--- src/rtl/ring_div_pkg.sv ---
// Shared types and constants for the ring-oscillator clock divider.
package ring_div_pkg;

   typedef enum logic [1:0] {
      IDLE   = 2'd0,
      SETTLE = 2'd1,
      RUN    = 2'd2,
      DRAIN  = 2'd3
   } ring_state_e;

   localparam int unsigned MIN_DIV = 2;

endpackage

--- src/rtl/ring_div_phase.sv ---
// Phase counter for the divided clock: active/pending divisor, wrap and tick
// detection, and the registered clk_div/tick outputs.
module ring_div_phase
   import ring_div_pkg::*;
#(
   parameter int DIV_W = 8
) (
   input  logic             clk,
   input  logic             rst_n,
   input  logic             active,
   input  logic             start,
   input  logic             stop,
   input  logic             div_load,
   input  logic [DIV_W-1:0] div_i,
   output logic             wrap,
   output logic             clk_div_o,
   output logic             tick_o
);

   localparam logic [DIV_W-1:0] DMIN = DIV_W'(MIN_DIV);
   localparam logic [DIV_W-1:0] ONE  = DIV_W'(1);

   logic [DIV_W-1:0] cnt;
   logic [DIV_W-1:0] div_act;
   logic [DIV_W-1:0] div_pend;
   logic             pend_valid;

   logic [DIV_W-1:0] div_in;
   logic [DIV_W-1:0] div_next;
   logic [DIV_W-1:0] div_eff;
   logic [DIV_W-1:0] h_eff;
   logic [DIV_W-1:0] cnt_next;

   // A load on the wrap edge itself must govern the period starting there.
   always_comb begin
      div_in   = (div_i < DMIN) ? DMIN : div_i;
      wrap     = (cnt == div_act - ONE);
      div_next = div_load ? div_in : (pend_valid ? div_pend : div_act);
      div_eff  = wrap ? div_next : div_act;
      h_eff    = (div_eff >> 1) + {{(DIV_W-1){1'b0}}, div_eff[0]};
      cnt_next = wrap ? '0 : cnt + ONE;
   end

   always_ff @(posedge clk or negedge rst_n) begin
      if (!rst_n) begin
         cnt        <= '0;
         div_act    <= DMIN;
         div_pend   <= DMIN;
         pend_valid <= 1'b0;
         clk_div_o  <= 1'b0;
         tick_o     <= 1'b0;
      end else if (active) begin
         cnt <= cnt_next;
         if (wrap) begin
            div_act    <= div_next;
            pend_valid <= 1'b0;
         end else if (div_load) begin
            div_pend   <= div_in;
            pend_valid <= 1'b1;
         end
         clk_div_o <= !stop && (cnt_next < h_eff);
         tick_o    <= !stop && (cnt_next == div_eff - ONE);
      end else begin
         cnt        <= '0;
         pend_valid <= 1'b0;
         if (div_load) begin
            div_act  <= div_in;
            div_pend <= div_in;
         end
         clk_div_o <= start;
         tick_o    <= 1'b0;
      end
   end

endmodule

--- src/rtl/ring_clk_divider.sv ---
// Programmable divider clocked by the ring oscillator: settle window, run,
// glitch-free drain, and a saturating completed-period count.
module ring_clk_divider
   import ring_div_pkg::*;
#(
   parameter int DIV_W         = 8,
   parameter int SETTLE_CYCLES = 4,
   parameter int CNT_W         = 16
) (
   input  logic             clk,
   input  logic             rst_n,
   input  logic             en,
   input  logic [DIV_W-1:0] div_i,
   input  logic             div_load,
   output logic             clk_div_o,
   output logic             tick_o,
   output logic             ready_o,
   output logic [CNT_W-1:0] periods_o,
   output ring_state_e      state_o
);

   localparam int SW = (SETTLE_CYCLES > 1) ? $clog2(SETTLE_CYCLES) : 1;
   localparam logic [SW-1:0]    SETTLE_LAST = SW'(SETTLE_CYCLES - 1);
   localparam logic [CNT_W-1:0] PER_MAX     = '1;

   ring_state_e   state_q, state_d;
   logic [SW-1:0] settle_q, settle_d;
   logic          active, start, stop, clr_periods, wrap;

   assign active  = (state_q == RUN) || (state_q == DRAIN);
   assign state_o = state_q;

   // Valid/ready: en is a level request; ready_o high means clk_div_o is live.
   always_comb begin
      state_d     = state_q;
      settle_d    = settle_q;
      start       = 1'b0;
      stop        = 1'b0;
      clr_periods = 1'b0;
      case (state_q)
         IDLE: if (en) begin
            state_d     = SETTLE;
            settle_d    = '0;
            clr_periods = 1'b1;
         end
         SETTLE: begin
            if (!en) state_d = IDLE;
            else if (settle_q == SETTLE_LAST) begin
               state_d = RUN;
               start   = 1'b1;
            end else settle_d = settle_q + SW'(1);
         end
         // Dropping en exactly at a wrap means the current period is already done.
         RUN: if (!en) begin
            if (wrap) begin
               state_d = IDLE;
               stop    = 1'b1;
            end else state_d = DRAIN;
         end
         DRAIN: begin
            if (en) state_d = RUN;
            else if (wrap) begin
               state_d = IDLE;
               stop    = 1'b1;
            end
         end
         default: state_d = IDLE;
      endcase
   end

   always_ff @(posedge clk or negedge rst_n) begin
      if (!rst_n) begin
         state_q   <= IDLE;
         settle_q  <= '0;
         ready_o   <= 1'b0;
         periods_o <= '0;
      end else begin
         state_q  <= state_d;
         settle_q <= settle_d;
         ready_o  <= (state_d == RUN) || (state_d == DRAIN);
         if (clr_periods) periods_o <= '0;
         else if (active && wrap && periods_o != PER_MAX) periods_o <= periods_o + CNT_W'(1);
      end
   end

   ring_div_phase #(.DIV_W(DIV_W)) u_phase (
      .clk       (clk),
      .rst_n     (rst_n),
      .active    (active),
      .start     (start),
      .stop      (stop),
      .div_load  (div_load),
      .div_i     (div_i),
      .wrap      (wrap),
      .clk_div_o (clk_div_o),
      .tick_o    (tick_o)
   );

endmodule
--- config.mk ---
export PLATFORM = sky130hd
export DESIGN_NAME = ring_clk_divider
export DESIGN_NICKNAME = d
export VERILOG_FILES = /design/src/rtl/ring_div_pkg.sv /design/src/rtl/ring_div_phase.sv /design/src/rtl/ring_clk_divider.sv
export SDC_FILE = /design/constraint.sdc
export NUM_CORES = 1
export LEC_CHECK = 0
export BUFFER_PORTS_ARGS = -buffer_cell sky130_fd_sc_hd__buf_2
export CAP_MARGIN = 10
export CORE_MARGIN = 2
export CORE_UTILIZATION = 46
export DETAILED_ROUTE_END_ITERATION = 10
export GPL_ROUTABILITY_DRIVEN = 0
export HOLD_SLACK_MARGIN = 0.05
export PLACE_DENSITY = 0.78
export REMOVE_ABC_BUFFERS = 1
export SYNTH_ARGS = -nofsm -noshare
export SYNTH_HDL_FRONTEND = slang
export SYNTH_SLANG_ARGS = --single-unit
--- constraint.sdc ---
create_clock -name clk -period 3.4 [get_ports clk]
set_input_delay 0.68 -clock clk [delete_from_list [all_inputs] [get_ports clk]]
set_output_delay 0.68 -clock clk [all_outputs]
set_load 0.02 [all_outputs]
==> results.yml <==
synthesis:
  synth-edff-count: 0
  synth.cell_area_mm2: 0.00332
  synthArstFlopShare_pct: 100
  yosys_warnings: 0
  yosys_register_bits: 48
  synthFlopType: "dfrtp_1"
  synth_area_per_cell_um2: 9.35
  postSynthCellCount: 355
  synth_cell_type_count: 66
  synth-seq-area-share_pct: 36.2
timing:
  max_slew_margin_pct: 28.7
  period_share_pct: 106
  fmax_mhz: 277
  setup_ws_ns: -0.209
  fin_skew_ns: 0.0135
  fin_setup_tns_ns: -0.297
  maxSlewViolCount: 0
  worst_slew_pin_slew_ns: 1.07
  setup_viol: 2
  period_minus_slack_ns: 3.61
  holdWs_ns: 0.520
  hold_violations: 0
  rsz0062_at_grt: "true"
placement:
  numPortBuffers: 32
  place.detailed.hpwl_um: 6500
clock_network:
  clock-sinks: 48
  clk_path_buf_depth: 2
  cts_made_buffers: 5
  ctsHoldBuffers: 0
  worst_skew_pair.late_latency_ns: 0.31
  tritoncts: "yes"
  htree_levels: 2
  clk_pin_slew_ns: 0.11
  cts_root_buf: "clkbuf_8"
detailed_routing:
  ant_nets: 0
  drtIter0Drc: 207
  wl_per_cell_um: 17.0
  num_vias: 3150
  wl_um: 9310
  via_per_inst: 5.76
  dr.pass1.iters: 5
  route.detailed.drc: 0
worst_setup_path:
  cp_data_required_time_ns: 3.63
  cp_slowest_cell: "dfstp_2"
  arrival_ns: 3.84
  critPathMaxStageDelay_ns: 0.57
  end_kind: "register"
  critPathMaxFanout: 4
  start_kind: "register"
  crit_type: "reg2reg"
  path_cells: "buf_6 > inv_1 > ha_2 > xnor2_1 > nor2_1 > nand4b_1 > buf_4 > a21o_4 > nor3_4 > a21oi_2 > inv_2 > ha_4 > buf_4 > nand4_1 > xor2_1 > ha_1 > a21oi_2 > o21ai_1 > a21oi_1 > o2111ai_1 > o21ai_1"
grt:
  antenna_found_initial: 0
  track_usage_pct: 24.1
  gr-total-overflow: 0
  grt_max_degree: 49
  grt_pass1_wl_um: 14900
  grt_pass1_vias: 3176
die:
  start_util_pct: 48.1
  fp.dieW_um: 89.0
  fp-row-count: 30
  fp.dieH_um: 89.0
  ios: 33
  die-area_mm2: 0.00791
  core_mm2: 0.00691
final_layout:
  fill_cells: 575
  drive_above_1_share_pct: 36.4
  multi_input_area_mm2: 0.00219
  final_util_pct: 62.9
  diodes: 0
  area_delta_synth_final_pct: 30.9
  regArea_mm2: 0.00120
  fin_nets: 476
min_path:
  hp-class: "reg2reg"
run:
  max_cap_violations: 0
power_and_ir_drop:
  p_per_area_mw_per_mm2: 446
  ir_drop_v: 0.000307
  p_leak_nw: 2.01
status:
  violations: "setup timing"
  status: "finished, violations left"
==> per-layer routing <==
metal | vias to the layer above | global-route usage, % | share of wire (%)
li1 | 1466 | - | -
met1 | 1532 | 31.1 | 43
met2 | 117 | 40.4 | 48
met3 | 35 | 4.25 | 5.7
met4 | 0 | 9.77 | 3.3
met5 | - | 0 | 0
==> critical path: cells and delay by family, from the launching register on <==
family | cells | cell delay [ns]
AOI/OAI and AO/OA | 7 | 0.82
xor gates and xnor gates | 2 | 0.26
adders and majority gates | 3 | 0.78
buffers and inverters | 5 | 0.52
DFF | 1 | 0.57
and+or+nand+nor | 4 | 0.59
==> timing repair <==
item / CTS / global route
gates resized for setup: 27 / 19
setup buffers: 6 / 7
endpoints found under the setup margin: 2 / 13
pin swaps: 20 / 10
cloned: 0 / 0
==> report_power, final <==
group | switching [W] | total (W) | internal [W]
combinational | 0.000455 | 0.000873 | 0.000419
sequential | 0.0000541 | 0.000679 | 0.000625
clock | 0.000219 | 0.000386 | 0.000167
total | 0.000728 | 0.00194 | 0.00121
==> stage by stage <==
| stage | instance area [um2] | instances | total power (W) | worst slack (ns) |
|---|---|---|---|---|
| floorplan | 3270 | 344 | 0.00112 | -0.609 |
| global placement | 3960 | 527 | 0.00138 | -0.320 |
| detailed placement | 3960 | 527 | 0.00141 | -0.395 |
| CTS | 4200 | 540 | 0.00185 | -0.161 |
| global route | 4350 | 547 | 0.00203 | -0.449 |
| finish | 4350 | 547 | 0.00194 | -0.209 |
==> final timing paths <==
path	slack, ns	endpoint	start	depth (start not counted)
min in group asynchronous	0.55	periods_o[0]	rst_n	1
worst max register to register	-0.21	u_phase.clk_div_o	u_phase.div_act[1]	21
max in group asynchronous	2.19	u_phase.div_act[2]	rst_n	1
worst min register to register	0.52	u_phase.div_pend[1]	u_phase.div_pend[1]	2
worst min-delay path	0.52	u_phase.div_pend[1]	u_phase.div_pend[1]	2
worst max-delay path	-0.21	u_phase.clk_div_o	u_phase.div_act[1]	21
==> placed cells by master, fill, tap and decap left out, types with 6 or more instances in the layout <==
master and n:
buf_4 60, dfrtp_1 46, nor2_1 41, buf_2 32
nand2_1 25, xor2_1 20, nand3_1 16, a21oi_1 15
xnor2_1 14, o21ai_0 14, inv_1 10, mux2_2 10
ha_1 9, o21ai_1 8, mux2i_1 8, nand4_1 8
buf_6 7, a22o_1 6, clkbuf_8 6
==> Yosys cell counts (all sizes together), types with 2 or more instances <==
cell    instances  share of area (%)
dfrtp          46                 35
nor2           44                5.2
nand2          26                3.0
o21ai          25                3.8
a21oi          21                3.3
xor2           21                5.5
nand3          18                3.1
ha             14                5.3
xnor2          14                3.7
inv            11                1.2
mux2           10                3.4
mux2i           8                2.4
nand4           8                1.5
clkbuf          7               0.79
a22o            6                1.6
and2            5               0.94
and3            5               0.94
or3             5               0.94
a22oi           4                1.3
buf             4               0.83
nand2b          4               0.75
nor3            4               0.90
o22ai           4               0.75
a21o            3               0.68
nor3b           3               0.68
or4             3               0.90
a211oi          2               0.60
and4            2               0.53
dfstp           2                1.6
o211ai          2               0.60
or2             2               0.38
==> area by class of cell <==
class,count,share of cell area [%]
multi-input cells,285,50.5
flip-flops and latches,48,27.7
repair buffers,99,15.9
well taps,96,2.76
clock buffers,6,1.90
inverters,11,0.950
clock inverters,2,0.317
==> flip-flops by register name (all words and copies together), names as in the netlist <==
name	count
u_phase.clk_div_o	1
u_phase.tick_o	1
u_phase.div_pend	8
u_phase.div_act	8
state_o	2
ready_o	1
periods_o	16
u_phase.pend_valid	1
settle_q	2
u_phase.cnt	8
==> logic make-up (layout without fill, tap and decap cells) <==
| kind of cell | Yosys count | count (layout) | share of synthesized area [%] |
|---|---|---|---|
| adders and majority gates | 14 | 14 | 5.28 |
| buffers and inverters | 22 | 118 | 2.86 |
| DFF | 48 | 48 | 36.2 |
| and+or+nand+nor | 136 | 136 | 22.1 |
| AOI/OAI and AO/OA | 81 | 81 | 17.8 |
| muxes | 18 | 18 | 5.80 |
| xor gates and xnor gates | 36 | 36 | 9.91 |
Power figures use the tool's default switching activity.
